--- config.mk ---
export PLATFORM = sky130hd
export DESIGN_NAME = store_check_monitor
export DESIGN_NICKNAME = d
export VERILOG_FILES = /design/src/rtl/store_check_pkg.sv /design/src/rtl/store_exp_table.sv /design/src/rtl/store_check_monitor.sv
export SDC_FILE = /design/constraint.sdc
export NUM_CORES = 1
export LEC_CHECK = 0
export ABC_AREA = 1
export BUFFER_PORTS_ARGS = -buffer_cell sky130_fd_sc_hd__buf_2
export CORE_UTILIZATION = 53
export CTS_CLUSTER_SIZE = 8
export DETAILED_ROUTE_END_ITERATION = 7
export GPL_TIMING_DRIVEN = 0
export PLACE_DENSITY = 0.76
export SKIP_LAST_GASP = 1
export SLEW_MARGIN = 20
export SYNTH_ARGS = -nofsm -noshare
export SYNTH_HDL_FRONTEND = slang
export SYNTH_SLANG_ARGS = --single-unit
--- constraint.sdc ---
create_clock -name clk -period 2.14 [get_ports clk]
set_input_delay 0.428 -clock clk [delete_from_list [all_inputs] [get_ports clk]]
set_output_delay 0.428 -clock clk [all_outputs]
set_load 0.1 [all_outputs]
--- src/rtl/store_check_pkg.sv ---
// Shared types and constants for the store-bus checker.
// Latency: n/a (declarations only).
// Backpressure: n/a; the checker only observes the bus and never stalls it.
package store_check_pkg;

    typedef enum logic [1:0] {
        ST_IDLE = 2'd0,
        ST_RUN  = 2'd1,
        ST_PASS = 2'd2,
        ST_FAIL = 2'd3
    } state_e;

    localparam logic [1:0] FC_NONE    = 2'd0;
    localparam logic [1:0] FC_DATA    = 2'd1;
    localparam logic [1:0] FC_ADDR    = 2'd2;
    localparam logic [1:0] FC_TIMEOUT = 2'd3;

endpackage

--- src/rtl/store_exp_table.sv ---
// Expected-store register file, match bitmap and parallel address compare.
// Latency: table and bitmap writes land on the next edge; hit/data_ok are combinational.
// Backpressure: none; writes to an index outside the table are dropped.
//
// Ports: wr_* load one entry; clr_map/set_en/set_idx maintain the match
// bitmap; ord_idx selects the one comparable entry in ordered mode;
// st_addr/st_data are the observed store; hit/hit_idx/data_ok/bit_set
// describe the lowest-index entry whose address matches.
module store_exp_table #(
    parameter int ADDR_W  = 32,
    parameter int DATA_W  = 32,
    parameter int NUM_EXP = 4,
    parameter int IDX_W   = 2,
    parameter bit ORDERED = 1'b1
) (
    input  logic              clk,
    input  logic              rst_n,
    input  logic              wr_en,
    input  logic [IDX_W-1:0]  wr_idx,
    input  logic [ADDR_W-1:0] wr_addr,
    input  logic [DATA_W-1:0] wr_data,
    input  logic              clr_map,
    input  logic              set_en,
    input  logic [IDX_W-1:0]  set_idx,
    input  logic [IDX_W:0]    ord_idx,
    input  logic [ADDR_W-1:0] st_addr,
    input  logic [DATA_W-1:0] st_data,
    output logic              hit,
    output logic [IDX_W-1:0]  hit_idx,
    output logic              data_ok,
    output logic              bit_set
);

    logic [ADDR_W-1:0]  addr_q [NUM_EXP];
    logic [DATA_W-1:0]  data_q [NUM_EXP];
    logic [NUM_EXP-1:0] map_q;

    // Index decode by loop: an out-of-range wr_idx matches no entry and is dropped.
    always_ff @(posedge clk or negedge rst_n) begin
        if (!rst_n) begin
            for (int i = 0; i < NUM_EXP; i++) begin
                addr_q[i] <= '0;
                data_q[i] <= '0;
            end
        end else begin
            for (int i = 0; i < NUM_EXP; i++) begin
                if (wr_en && (wr_idx == IDX_W'(i))) begin
                    addr_q[i] <= wr_addr;
                    data_q[i] <= wr_data;
                end
            end
        end
    end

    always_ff @(posedge clk or negedge rst_n) begin
        if (!rst_n) begin
            map_q <= '0;
        end else if (clr_map) begin
            map_q <= '0;
        end else if (set_en) begin
            for (int i = 0; i < NUM_EXP; i++) begin
                if (set_idx == IDX_W'(i)) begin
                    map_q[i] <= 1'b1;
                end
            end
        end
    end

    // Ordered mode only considers the entry at ord_idx; unordered mode takes
    // the lowest-index address match so duplicate addresses resolve stably.
    always_comb begin
        hit     = 1'b0;
        hit_idx = '0;
        data_ok = 1'b0;
        bit_set = 1'b0;
        for (int i = 0; i < NUM_EXP; i++) begin
            if (!hit && (addr_q[i] == st_addr) &&
                (!ORDERED || (ord_idx == (IDX_W+1)'(i)))) begin
                hit     = 1'b1;
                hit_idx = IDX_W'(i);
                data_ok = (data_q[i] == st_data);
                bit_set = map_q[i];
            end
        end
    end

endmodule

--- src/rtl/store_check_monitor.sv ---
// Store-bus checker: matches CPU stores against an expected table, reports sticky pass/fail/timeout.
// Latency: verdict registered on the edge sampling the deciding store, visible the next cycle.
// Backpressure: none; passive tap of MemWrite/DataAdr/WriteData, never stalls the CPU.
//
// Ports: clk/reset (async active-low); cfg_* load the expected table outside
// RUN; start arms a run; mem_write/data_adr/write_data tap the CPU store
// port; busy/done/pass/fail/fail_code/fail_addr/match_cnt/store_cnt report status.
module store_check_monitor
    import store_check_pkg::*;
#(
    parameter int          ADDR_W  = 32,
    parameter int          DATA_W  = 32,
    parameter int          NUM_EXP = 4,
    parameter bit          ORDERED = 1'b1,
    parameter int unsigned IGN_LO  = 0,
    parameter int unsigned IGN_HI  = 99,
    parameter int          TIMEOUT = 4096,
    parameter int          IDX_W   = (NUM_EXP > 1) ? $clog2(NUM_EXP) : 1
) (
    input  logic              clk,
    input  logic              reset,
    input  logic              cfg_we,
    input  logic [IDX_W-1:0]  cfg_idx,
    input  logic [ADDR_W-1:0] cfg_addr,
    input  logic [DATA_W-1:0] cfg_data,
    input  logic              start,
    input  logic              mem_write,
    input  logic [ADDR_W-1:0] data_adr,
    input  logic [DATA_W-1:0] write_data,
    output logic              busy,
    output logic              done,
    output logic              pass,
    output logic              fail,
    output logic [1:0]        fail_code,
    output logic [ADDR_W-1:0] fail_addr,
    output logic [IDX_W:0]    match_cnt,
    output logic [15:0]       store_cnt
);

    localparam int CYC_W = (TIMEOUT > 1) ? $clog2(TIMEOUT) : 1;
    localparam logic [ADDR_W-1:0] IGN_LO_A  = ADDR_W'(IGN_LO);
    localparam logic [ADDR_W-1:0] IGN_SPAN  = ADDR_W'(IGN_HI) - ADDR_W'(IGN_LO);
    localparam logic [CYC_W-1:0]  CYC_LAST  = CYC_W'(TIMEOUT - 1);
    localparam logic [IDX_W:0]    MATCH_FIN = (IDX_W+1)'(NUM_EXP - 1);

    state_e             state_q, state_d;
    logic [CYC_W-1:0]   cyc_q, cyc_d;
    logic [15:0]        store_cnt_q, store_cnt_d;
    logic [IDX_W:0]     match_cnt_q, match_cnt_d;
    logic [1:0]         fail_code_q, fail_code_d;
    logic [ADDR_W-1:0]  fail_addr_q, fail_addr_d;

    logic               hit, data_ok, bit_set;
    logic [IDX_W-1:0]   hit_idx;
    logic               arm, st_vld, in_ign;
    logic               st_match, st_dfail, st_afail, st_final, tmo;

    // A start pulse is only honoured outside RUN; the table is only writable there too.
    assign arm    = start && (state_q != ST_RUN);
    assign st_vld = (state_q == ST_RUN) && mem_write;

    // Single unsigned compare on the offset covers both window bounds.
    assign in_ign = ((data_adr - IGN_LO_A) <= IGN_SPAN);

    assign st_match = hit && data_ok && (ORDERED || !bit_set);
    assign st_dfail = hit && !data_ok;
    assign st_afail = !hit && !in_ign;
    assign st_final = st_vld && st_match && (match_cnt_q == MATCH_FIN);
    assign tmo      = (state_q == ST_RUN) && (cyc_q == CYC_LAST);

    store_exp_table #(
        .ADDR_W  (ADDR_W),
        .DATA_W  (DATA_W),
        .NUM_EXP (NUM_EXP),
        .IDX_W   (IDX_W),
        .ORDERED (ORDERED)
    ) u_table (
        .clk     (clk),
        .rst_n   (reset),
        .wr_en   (cfg_we && (state_q != ST_RUN)),
        .wr_idx  (cfg_idx),
        .wr_addr (cfg_addr),
        .wr_data (cfg_data),
        .clr_map (arm),
        .set_en  (st_vld && st_match),
        .set_idx (hit_idx),
        .ord_idx (match_cnt_q),
        .st_addr (data_adr),
        .st_data (write_data),
        .hit     (hit),
        .hit_idx (hit_idx),
        .data_ok (data_ok),
        .bit_set (bit_set)
    );

    // State register.
    always_ff @(posedge clk or negedge reset) begin
        if (!reset) begin
            state_q <= ST_IDLE;
        end else begin
            state_q <= state_d;
        end
    end

    // Next-state: the final match beats a same-cycle timeout, and a store
    // failure beats it as well.
    always_comb begin
        state_d = state_q;
        case (state_q)
            ST_RUN: begin
                if (st_final) begin
                    state_d = ST_PASS;
                end else if (st_vld && (st_dfail || st_afail)) begin
                    state_d = ST_FAIL;
                end else if (tmo) begin
                    state_d = ST_FAIL;
                end
            end
            default: begin
                if (start) begin
                    state_d = ST_RUN;
                end
            end
        endcase
    end

    // Outputs derived from state; verdict flags are sticky because the
    // state holds in PASS/FAIL until start or reset.
    always_comb begin
        busy      = (state_q == ST_RUN);
        pass      = (state_q == ST_PASS);
        fail      = (state_q == ST_FAIL);
        done      = (state_q == ST_PASS) || (state_q == ST_FAIL);
        fail_code = fail_code_q;
        fail_addr = fail_addr_q;
        match_cnt = match_cnt_q;
        store_cnt = store_cnt_q;
    end

    // Counter and verdict-detail next state.
    always_comb begin
        cyc_d       = cyc_q;
        store_cnt_d = store_cnt_q;
        match_cnt_d = match_cnt_q;
        fail_code_d = fail_code_q;
        fail_addr_d = fail_addr_q;
        if (arm) begin
            cyc_d       = '0;
            store_cnt_d = '0;
            match_cnt_d = '0;
            fail_code_d = FC_NONE;
            fail_addr_d = '0;
        end else if (state_q == ST_RUN) begin
            cyc_d = cyc_q + 1'b1;
            if (st_vld && (store_cnt_q != 16'hFFFF)) begin
                store_cnt_d = store_cnt_q + 16'd1;
            end
            if (st_vld && st_match) begin
                match_cnt_d = match_cnt_q + 1'b1;
            end
            if (st_vld && st_dfail) begin
                fail_code_d = FC_DATA;
                fail_addr_d = data_adr;
            end else if (st_vld && st_afail) begin
                fail_code_d = FC_ADDR;
                fail_addr_d = data_adr;
            end else if (tmo && !st_final) begin
                fail_code_d = FC_TIMEOUT;
                fail_addr_d = '0;
            end
        end
    end

    always_ff @(posedge clk or negedge reset) begin
        if (!reset) begin
            cyc_q       <= '0;
            store_cnt_q <= '0;
            match_cnt_q <= '0;
            fail_code_q <= FC_NONE;
            fail_addr_q <= '0;
        end else begin
            cyc_q       <= cyc_d;
            store_cnt_q <= store_cnt_d;
            match_cnt_q <= match_cnt_d;
            fail_code_q <= fail_code_d;
            fail_addr_q <= fail_addr_d;
        end
    end

endmodule
==> impl_metrics.yaml, run 1 <==
place:
  finalWeightedCongestion: 0.936
  post-place-ws_ns: -0.775
  dp.final_hpwl_mm: 32.9
  io_buffers: 172
worst_hold_path:
  worstHoldPathType: "input port to flip-flop"
synth:
  ys_types: 51
  avgSynthCellArea_sq_um: 7.80
  synth.most_common_cell: "nand2_1"
  syn_nets: 2297
  synth_xor_area_frac: 0.0740
  synth_edf_count: 0
  synthSimpleGateAreaFrac: 0.254
  synthCells: 2155
  yosys.area.top_type: "dfrtp_1"
  ys_seq_area_frac: 0.481
  synth-seq-cells: 323
  synth_common_cells: "nand2_1, dfrtp_1, o21ai_0"
  muxShareOfSynthArea: 0.000595
  synth_top_family_by_area: "simple AND/OR/NAND/NOR gates"
  synth_top_area_share: 0.481
  synth_fa_ha_area_frac: 0.00521
  synthTopCellsByArea: "dfrtp_1, nand2_1, o21ai_0"
  syn-cell-area_sq_um: 16800
  async_reset_ff_frac: 1.00
  synth_warnings: 0
  synth_ff_type: "dfrtp_1"
  synth_compound_area_frac: 0.102
sta:
  final.min_clock_period_ns: 2.57
  slew_violations: 0
  setup_viol: 39
  max-slew-margin-rel: 0.346
  fin_ws_ns: -0.432
  hold_viol: 0
  rsz0062_at_grt: "true"
  timing.fmax_ghz: 0.389
  finalClockSkew_ns: 0.0226
  worst_pin_slew_ns: 0.969
  fin_crit_sh: 1.20
outcome:
  violations: "setup timing"
  status: "finished, violations left"
clock_network:
  ctsLongestPathBuffers: 3
  htreeDepth: 2
  clockRootBuffer: "clkbuf_16"
  tritoncts: "yes"
  path_clk_slew_ns: 0.05
  clock-sinks: 323
  insertion_delay_ns: 0.54
  cts_buffers: 46
routing:
  wl_mm: 46.4
  drt_first_iter_violations: 1077
  drtAntennaViolNets: 0
  vias: 14900
  firstDrtPassIters: 5
  drc: 0
  vias_per_cell: 5.32
  wl_per_cell_microns: 16.5
power_and_ir_drop:
  peakVddDrop_uv: 853
  total_power_mw: 27.7
  power.leakage_nw: 10.4
  powerDensity_nw_per_um2: 1370
setup_path:
  cp-start-kind: "flip-flop"
  cp_slowest_cell: "dfrtp_4"
  required_ns: 2.60
  max_stage_delay_ns: 0.46
  critPathCaptureType: "flip-flop"
  worstPathArrival_ns: 3.03
  crit_fanout: 10
  setup.worst_path.class: "flip-flop to flip-flop"
  crit_chain: "ha_4 -> ha_2 -> a21boi_1 -> nand4_1 -> nor2_1 -> nand2_1 -> nor2_4 -> nand4_1 -> nand3_4 -> buf_4 -> nand4_4 -> nand2_8 -> buf_12 -> nand3_2 -> nand2_1"
grt:
  grtUsageTotal: 0.290
  grt_pass1_wl_mm: 75.3
  grt_pass1_vias: 14900
  grt.overflow.total: 0
  grt_util_met1: 0.374
  grt.met3_usage: 0.0469
  antenna_found_initial: 4
  grt.busiest_layer: "met2"
  grt_util_met2: 0.491
  grt_max_degree: 93
final_layout:
  layout-area-overhead-vs-synth_pct: 20.0
  final_nets: 2545
  drive_gt1_frac: 0.187
floorplan:
  die_x_microns: 180
  start_util: 0.544
  core_sq_um: 30900
  placementRows: 64
  dieArea_sq_um: 32400
  num_io_pins: 192
  die_y_microns: 180
job:
  cap_violations: 0
==> routing by layer <==
| layer | part of all wire | vias to the layer above |
|---|---|---|
| met4 | 0.037 | 6 |
| met2 | 0.48 | 524 |
| met3 | 0.065 | 115 |
| li1 | - | 7197 |
| met1 | 0.42 | 7104 |
| met5 | 0.00080 | - |
==> area by class of cell <==
type,instances,area (sq um)
flip-flops and latches,323,8110
clock buffers,52,1190
plain buffers,87,510
repair buffers,200,1240
fillers,2615,10700
inverters,257,970
clock inverters,3,62.6
diodes,1,2.50
well taps,396,495
multi-input cells,1488,7600
==> critical path, delay by kind of cell, from the launching register on <==
kind | cells | cell delay, ns
AND/OR/NAND/NOR | 10 | 1.21
flip-flops | 1 | 0.46
adder cells (fa/ha/maj) | 2 | 0.35
buffers and inverters | 2 | 0.31
AO/OA/AOI/OAI | 1 | 0.17
==> kinds of logic (layout without fill, tap and decap cells) <==
logic type               after synthesis  count (layout)
AND/OR/NAND/NOR                     1005            1005
adder cells (fa/ha/maj)                7               7
XOR/XNOR                             142             142
flip-flops                           323             323
AO/OA/AOI/OAI                        333             333
multiplexers                           1               1
buffers and inverters                344             599
other                                  0               1
==> what timing repair did <==
item,CTS,global route
hold buffers,1,0
setup buffers,11,11
resized for setup,59,47
hold endpoints to repair,84,0
gates cloned,1,1
setup endpoints to repair,294,167
pin swaps,11,22
==> flip-flops by register name (all words and copies together) (netlist names) <==
signal,count
cyc_q,12
state_q,2
match_cnt,3
fail_code,2
fail_addr,32
u_table.addr_q,128
store_cnt,16
u_table.data_q,128
==> per-stage QoR <==
| stage | TNS [ns] | hold WS, ns | cell area (sq um) | instances | utilization |
|---|---|---|---|---|---|
| floorplan | -10.01 | 0.132 | 16900 | 2155 | - |
| global placement | -1845.83 | 0.458 | 18300 | 2723 | 0.591 |
| detailed placement | -71.18 | 0.474 | 18300 | 2726 | 0.594 |
| CTS | -13.82 | 0.137 | 20000 | 2794 | 0.645 |
| global route | -19.75 | 0.161 | 20200 | 2806 | 0.653 |
| finish | -15.34 | 0.150 | 20200 | 2807 | 0.653 |
==> power by group <==
part	switching [mW]	internal, mW	leakage [nW]	total (mW)
combinational	6.87	3.44	5.73	10.3
sequential	2.01	8.81	4.05	10.8
clock	2.55	4.00	0.613	6.55
==> final timing paths <==
kind / startpoint / endpoint / slack [ns] / cells after the start
max: match_cnt[1] / fail_addr[21] / -0.43 / 15
min: data_adr[2] / fail_addr[2] / 0.15 / 3
max reg2reg: match_cnt[1] / fail_addr[21] / -0.43 / 15
min reg2reg: cyc_q[10] / cyc_q[10] / 0.49 / 1
max in group asynchronous: reset / u_table.data_q[100] / 0.37 / 4
min in group asynchronous: reset / fail_addr[12] / 0.49 / 2
==> cells in the final DEF, fill, tap and decap left out, drive strengths merged <==
| master | n |
|---|---|
| o22ai | 2 |
| nor2b | 1 |
| xor2 | 86 |
| xnor2 | 56 |
| clkinv | 2 |
| nor3 | 17 |
| dlygate4sd3 | 1 |
| a221oi | 1 |
| nand2 | 696 |
| inv | 257 |
| o311ai | 1 |
| nand4 | 17 |
| o211ai | 1 |
| ha | 7 |
| diode | 1 |
| and2 | 1 |
| clkbuf | 115 |
| or2 | 14 |
| o221a | 1 |
| o21ai | 301 |
| o31a | 1 |
| mux2i | 1 |
| nand3b | 2 |
| a311oi | 1 |
| nor3b | 1 |
| bufinv | 1 |
| a21boi | 3 |
| a211oi | 2 |
| a21oi | 17 |
| nor4 | 3 |
| o31ai | 1 |
| dfrtp | 323 |
| nand3 | 77 |
| o21a | 1 |
| nor2 | 176 |
| buf | 223 |
Note: power is estimated with default switching activity, not from simulation.
==> inputs of run 2 (changes only) <==
--- a/config.mk
+++ b/config.mk
@@ -7,11 +7,11 @@
 export LEC_CHECK = 0
 export ABC_AREA = 1
 export BUFFER_PORTS_ARGS = -buffer_cell sky130_fd_sc_hd__buf_2
-export CORE_UTILIZATION = 53
+export CORE_UTILIZATION = 60
 export CTS_CLUSTER_SIZE = 8
 export DETAILED_ROUTE_END_ITERATION = 7
 export GPL_TIMING_DRIVEN = 0
-export PLACE_DENSITY = 0.76
+export PLACE_DENSITY = 0.82
 export SKIP_LAST_GASP = 1
 export SLEW_MARGIN = 20
 export SYNTH_ARGS = -nofsm -noshare
==> constraint.sdc (replaced) <==
create_clock -name clk -period 3.3 [get_ports clk]
set_input_delay 0.66 -clock clk [delete_from_list [all_inputs] [get_ports clk]]
set_output_delay 0.66 -clock clk [all_outputs]
set_load 0.1 [all_outputs]
==> impl_metrics.yaml, run 2 (synthesis gave the netlist of run 1 again) <==
power_and_ir_drop:
  power_switching_share: 0.415
  pwr-share-clk: 0.236
  intPower_mw: 10.3
  powerDensity_nw_per_um2: 904
  netSwitchingPower_mw: 7.30
  power.leakage_nw: 10.1
  peakVddDrop_uv: 554
  power_frac_seq: 0.398
  combPwrFrac: 0.365
clock_network:
  clockRootBuffer: "clkbuf_16"
  path_clk_slew_ns: 0.05
  hold_buffers: 0
  insertion_delay_ns: 0.55
  ctsLongestPathBuffers: 3
  tritoncts: "yes"
  cts_buffers: 46
  cts_resized: 0
  cts_setup_buffers: 0
  htreeDepth: 2
  clock-sinks: 323
final_layout:
  fin_cells: 2756
  n_fill_cell: 2138
  layout-area-overhead-vs-synth_pct: 15.7
  layout_commonest_cell: "nand2_1"
  final_nets: 2520
  drive_gt1_frac: 0.144
  layout_common_cells: "nand2_1, dfrtp_1, o21ai_0, inv_1, buf_2"
setup_path:
  r2r_slack_ns: 0.35
  cp-startpoint: "match_cnt[0]"
  required_ns: 3.77
  crit_fanout: 10
  cp-start-kind: "flip-flop"
  critPathCaptureType: "flip-flop"
  setup.worst_path.class: "flip-flop to flip-flop"
  worstPathArrival_ns: 3.42
  r2r-end: "fail_addr[26]"
  r2r_cells: 17
  r2r-start: "match_cnt[0]"
routing:
  drt_first_iter_violations: 1405
  wl_per_cell_microns: 16.2
  vias_per_cell: 5.38
  vias: 14800
  firstDrtPassIters: 5
  drc: 0
  drtAntennaViolNets: 0
  wl_mm: 44.5
sta:
  worst_pin_slew_ns: 0.925
  slew_violations: 0
  whs_ns: 0.0207
  fin_crit_sh: 0.893
  rsz0062_at_grt: "false"
  hold_viol: 0
  timing.fmax_ghz: 0.339
  max-slew-margin-rel: 0.376
  setup_viol: 0
  finalClockSkew_ns: 0.0190
  final.min_clock_period_ns: 2.95
floorplan:
  die_y_microns: 169
  dieArea_sq_um: 28700
  num_io_pins: 192
  die_x_microns: 169
  start_util: 0.617
  placementRows: 60
  core_sq_um: 27300
grt:
  grt.overflow.total: 0
  grt.busiest_layer: "met2"
  grt_pass1_wl_mm: 72.6
  antenna_found_initial: 5
  grt_pass1_vias: 14300
  grtUsageTotal: 0.322
  grt_util_met2: 0.539
  grt.met3_usage: 0.0527
  grt_max_degree: 102
  grt_util_met1: 0.421
place:
  dp.final_hpwl_mm: 32.0
  finalWeightedCongestion: 0.913
  io_buffers: 172
  dp_cells: 2702
job:
  cap_violations: 0
worst_hold_path:
  worstHoldPathType: "input port to async pin"
outcome:
  status: "completed"
## run 2: cell types whose count changed in the layout (fill, tap and decap cells not counted), moves of 7 or more
cell	previous run	this run
clkbuf_2	31	3
clkbuf_1	36	60
buf_4	21	5
dfrtp_1	310	323
nor2_1	157	168
dfrtp_2	9	0
inv_1	221	228
nand2_1	684	691
## run 2: worst max path at each step
| stage | endpoint | slack [ns] | cells after the start |
|---|---|---|---|
| floorplan | fail_addr[10] | 0.47 | 16 |
| CTS | fail_addr[26] | 0.38 | 17 |
| global route | fail_addr[26] | 0.14 | 17 |
| detailed placement | fail_addr[26] | 0.18 | 14 |
| finish | fail_addr[26] | 0.35 | 17 |
| global placement | u_table.data_q[103] | -4.55 | 1 |
## run 2: final cells by class
cell class / count / area (sq um) / area share
well taps: 372 / 465 / 0.0239
diodes: 3 / 7.51 / 0.000386
plain buffers: 87 / 440 / 0.0226
flip-flops and latches: 323 / 8080 / 0.415
clock buffers: 47 / 1150 / 0.0594
inverters: 257 / 965 / 0.0496
multi-input cells: 1488 / 7320 / 0.376
repair buffers: 175 / 953 / 0.0490
clock inverters: 4 / 63.8 / 0.00328
## run 2: power groups by stage
stage	clock network, mW	registers (mW)	logic, mW
floorplan	0	8.18	3.61
global placement	0	6.90	6.16
detailed placement	0	7.00	6.37
CTS	4.19	6.97	6.44
global route	4.35	7.21	7.16
finish	4.16	7.01	6.43
## run 2: layer usage
| layer | up-vias | wire length, microns | share of wire |
|---|---|---|---|
| met4 | 4 | 1660 | 0.037 |
| li1 | 7121 | - | - |
| met2 | 551 | 21500 | 0.48 |
| met5 | - | 31 | 0.00070 |
| met1 | 7027 | 18300 | 0.41 |
| met3 | 124 | 3040 | 0.068 |
## run 2: per-stage QoR
step	util	power [mW]	setup TNS [ns]	worst slack (ns)	instance area, sq um
6_report	0.714	17.6	0	0.352	19500
5_1_grt	0.714	18.7	0	0.143	19500
4_1_cts	0.714	17.6	0	0.378	19400
3_5_place_dp	0.669	13.4	0	0.183	18200
3_3_place_gp	0.666	13.1	-1457.60	-4.55	18100
2_1_floorplan	-	11.8	0	0.465	16800
## run 2: critical path, stage by stage (launching register included)
cell and delay (ns):
dfrtp_1 0.44, inv_1 0.11, ha_1 0.15, inv_1 0.04, nor2_1 0.25, nand2_1 0.11
nor3_1 0.21, nand2_1 0.08, nor2_1 0.11, nand3_2 0.13, nand4_1 0.11, nand3_2 0.15
nand2_2 0.11, nand2_4 0.07, nand2_1 0.27, buf_2 0.32, nand2_1 0.12, nand2_1 0.08
==> inputs of run 3 (changes only) <==
--- a/config.mk
+++ b/config.mk
@@ -7,7 +7,9 @@
 export LEC_CHECK = 0
 export ABC_AREA = 1
 export BUFFER_PORTS_ARGS = -buffer_cell sky130_fd_sc_hd__buf_2
+export CORE_ASPECT_RATIO = 2
 export CORE_UTILIZATION = 60
+export CTS_CLUSTER_DIAMETER = 30
 export CTS_CLUSTER_SIZE = 8
 export DETAILED_ROUTE_END_ITERATION = 7
 export GPL_TIMING_DRIVEN = 0
==> impl_metrics.yaml, run 3 (synthesis gave the netlist of run 1 again) <==
routing:
  drt_first_iter_violations: 980
  firstDrtPassIters: 6
  wl_mm: 48.2
  vias: 15200
  drtAntennaViolNets: 0
  wl_per_cell_microns: 17.5
  drc: 0
  vias_per_cell: 5.52
grt:
  grtUsageTotal: 0.343
  grt_pass1_vias: 15300
  grt.overflow.total: 0
  antenna_found_initial: 4
  grt.busiest_layer: "met2"
  grt_util_met1: 0.336
  grt_pass1_wl_mm: 75.3
  grt_max_degree: 102
  grt.met3_usage: 0.0491
  grt_util_met2: 0.626
sta:
  fin_ws_ns: 0.299
  final.min_clock_period_ns: 3.00
  timing.fmax_ghz: 0.333
  finalClockSkew_ns: 0.0130
  setup_viol: 0
  slew_violations: 0
  max-slew-margin-rel: 0.153
  worst_pin_slew_ns: 1.25
  whs_ns: 0.0301
  fin_crit_sh: 0.909
  hold_viol: 0
  rsz0062_at_grt: "false"
final_layout:
  layout_commonest_cell: "nand2_1"
  n_fill_cell: 2232
  layout-area-overhead-vs-synth_pct: 16.9
  final_nets: 2523
  layout_common_cells: "nand2_1, dfrtp_1, o21ai_0, inv_1, buf_2"
  final_area_sq_um: 19600
  drive_gt1_frac: 0.147
setup_path:
  critPathCaptureType: "flip-flop"
  required_ns: 3.79
  crit_fanout: 10
  r2r-end: "fail_addr[11]"
  r2r_cells: 17
  cp_slowest_cell: "dfrtp_1"
  setup.worst_path.class: "flip-flop to flip-flop"
  worstPathArrival_ns: 3.49
  r2r_slack_ns: 0.30
  max_stage_delay_ns: 0.45
  cp-start-kind: "flip-flop"
  crit_chain: "inv_1 -> ha_1 -> inv_1 -> nor2_1 -> nand2_1 -> nor3_1 -> nand2_1 -> nor2_1 -> nand3_2 -> nand4_1 -> nand3_2 -> nand2_2 -> nand2_4 -> nand2_1 -> buf_2 -> nand2_1 -> nand2_1"
  crit_top_cell: "nand2_1"
  r2r-start: "match_cnt[0]"
power_and_ir_drop:
  powerDensity_nw_per_um2: 931
  peakVddDrop_uv: 569
  power.leakage_nw: 10.2
floorplan:
  die_y_microns: 239
  core_sq_um: 27500
  placementRows: 86
  num_io_pins: 192
  die_x_microns: 120
  dieArea_sq_um: 28700
  start_util: 0.610
clock_network:
  cts_resized: 0
  hold_buffers: 0
  cts_buffers: 49
  htreeDepth: 2
  clock-sinks: 323
  cts_setup_buffers: 0
  ctsLongestPathBuffers: 3
  insertion_delay_ns: 0.56
  path_clk_slew_ns: 0.05
  tritoncts: "yes"
  clockRootBuffer: "clkbuf_16"
place:
  post-place-ws_ns: 0.0951
  finalWeightedCongestion: 0.945
  placed_area_sq_um: 18200
  io_buffers: 172
  dp.final_hpwl_mm: 35.6
job:
  cap_violations: 0
worst_hold_path:
  worstHoldPathType: "input port to async pin"
outcome:
  status: "completed"
## run 3: changes by cell type in the layout (fill, tap and decap cells not counted)
cell | before | now
inv_6 | 2 | 1
clkinv_2 | 0 | 1
bufinv_16 | 1 | 3
clkinv_4 | 0 | 1
clkbuf_16 | 46 | 51
clkinv_8 | 1 | 0
clkbuf_1 | 60 | 63
clkbuf_8 | 0 | 2
## run 3: per-layer routing
layer  vias to the layer above  share of wire
met4                         2          0.086
met1                      7166           0.32
li1                       7137              -
met3                       213          0.058
met5                         -        0.00017
met2                       641           0.53
## run 3: where the power goes
group	switching (mW)	internal (mW)	leakage [nW]
combinational	4.48	2.07	5.41
sequential	1.30	5.70	4.08
clock	1.73	3.00	0.703
## run 3: stage by stage
stage / util / std cells / setup TNS (ns) / total power, mW
after global placement: 0.658 / 2679 / -1408.88 / 13.1
after floorplan: - / 2155 / 0 / 11.8
final: 0.713 / 2748 / 0 / 18.3
after CTS: 0.713 / 2745 / 0 / 18.3
after global routing: 0.713 / 2747 / 0 / 19.3
after detailed placement: 0.661 / 2682 / 0 / 13.5
## run 3: cell type report
cell class | count | area [sq um] | area share
Buffer | 87 | 440 | 0.0224
Clock inverter | 6 | 113 | 0.00573
Inverter | 257 | 965 | 0.0491
Multi-Input combinational cell | 1488 | 7320 | 0.373
Clock buffer | 57 | 1320 | 0.0671
Antenna cell | 3 | 7.51 | 0.000382
Tap cell | 352 | 440 | 0.0224
Timing Repair Buffer | 175 | 953 | 0.0485
Sequential cell | 323 | 8080 | 0.411
## run 3: critical path, delay by kind of cell, from the launching register on
kind / cells / cell delay (ns)
and+or+nand+nor: 13 / 1.82
buffers and inverters: 3 / 0.49
DFF: 1 / 0.45
adders and majority gates: 1 / 0.15
## run 3: worst max-delay path by stage
stage	from	cells after the start	end
after floorplan	match_cnt[0]	16	fail_addr[10]
after global placement	reset	1	store_cnt[8]
after detailed placement	data_adr[4]	8	fail_addr[15]
after CTS	match_cnt[0]	17	fail_addr[11]
after global routing	match_cnt[0]	17	fail_addr[20]
final	match_cnt[0]	17	fail_addr[11]
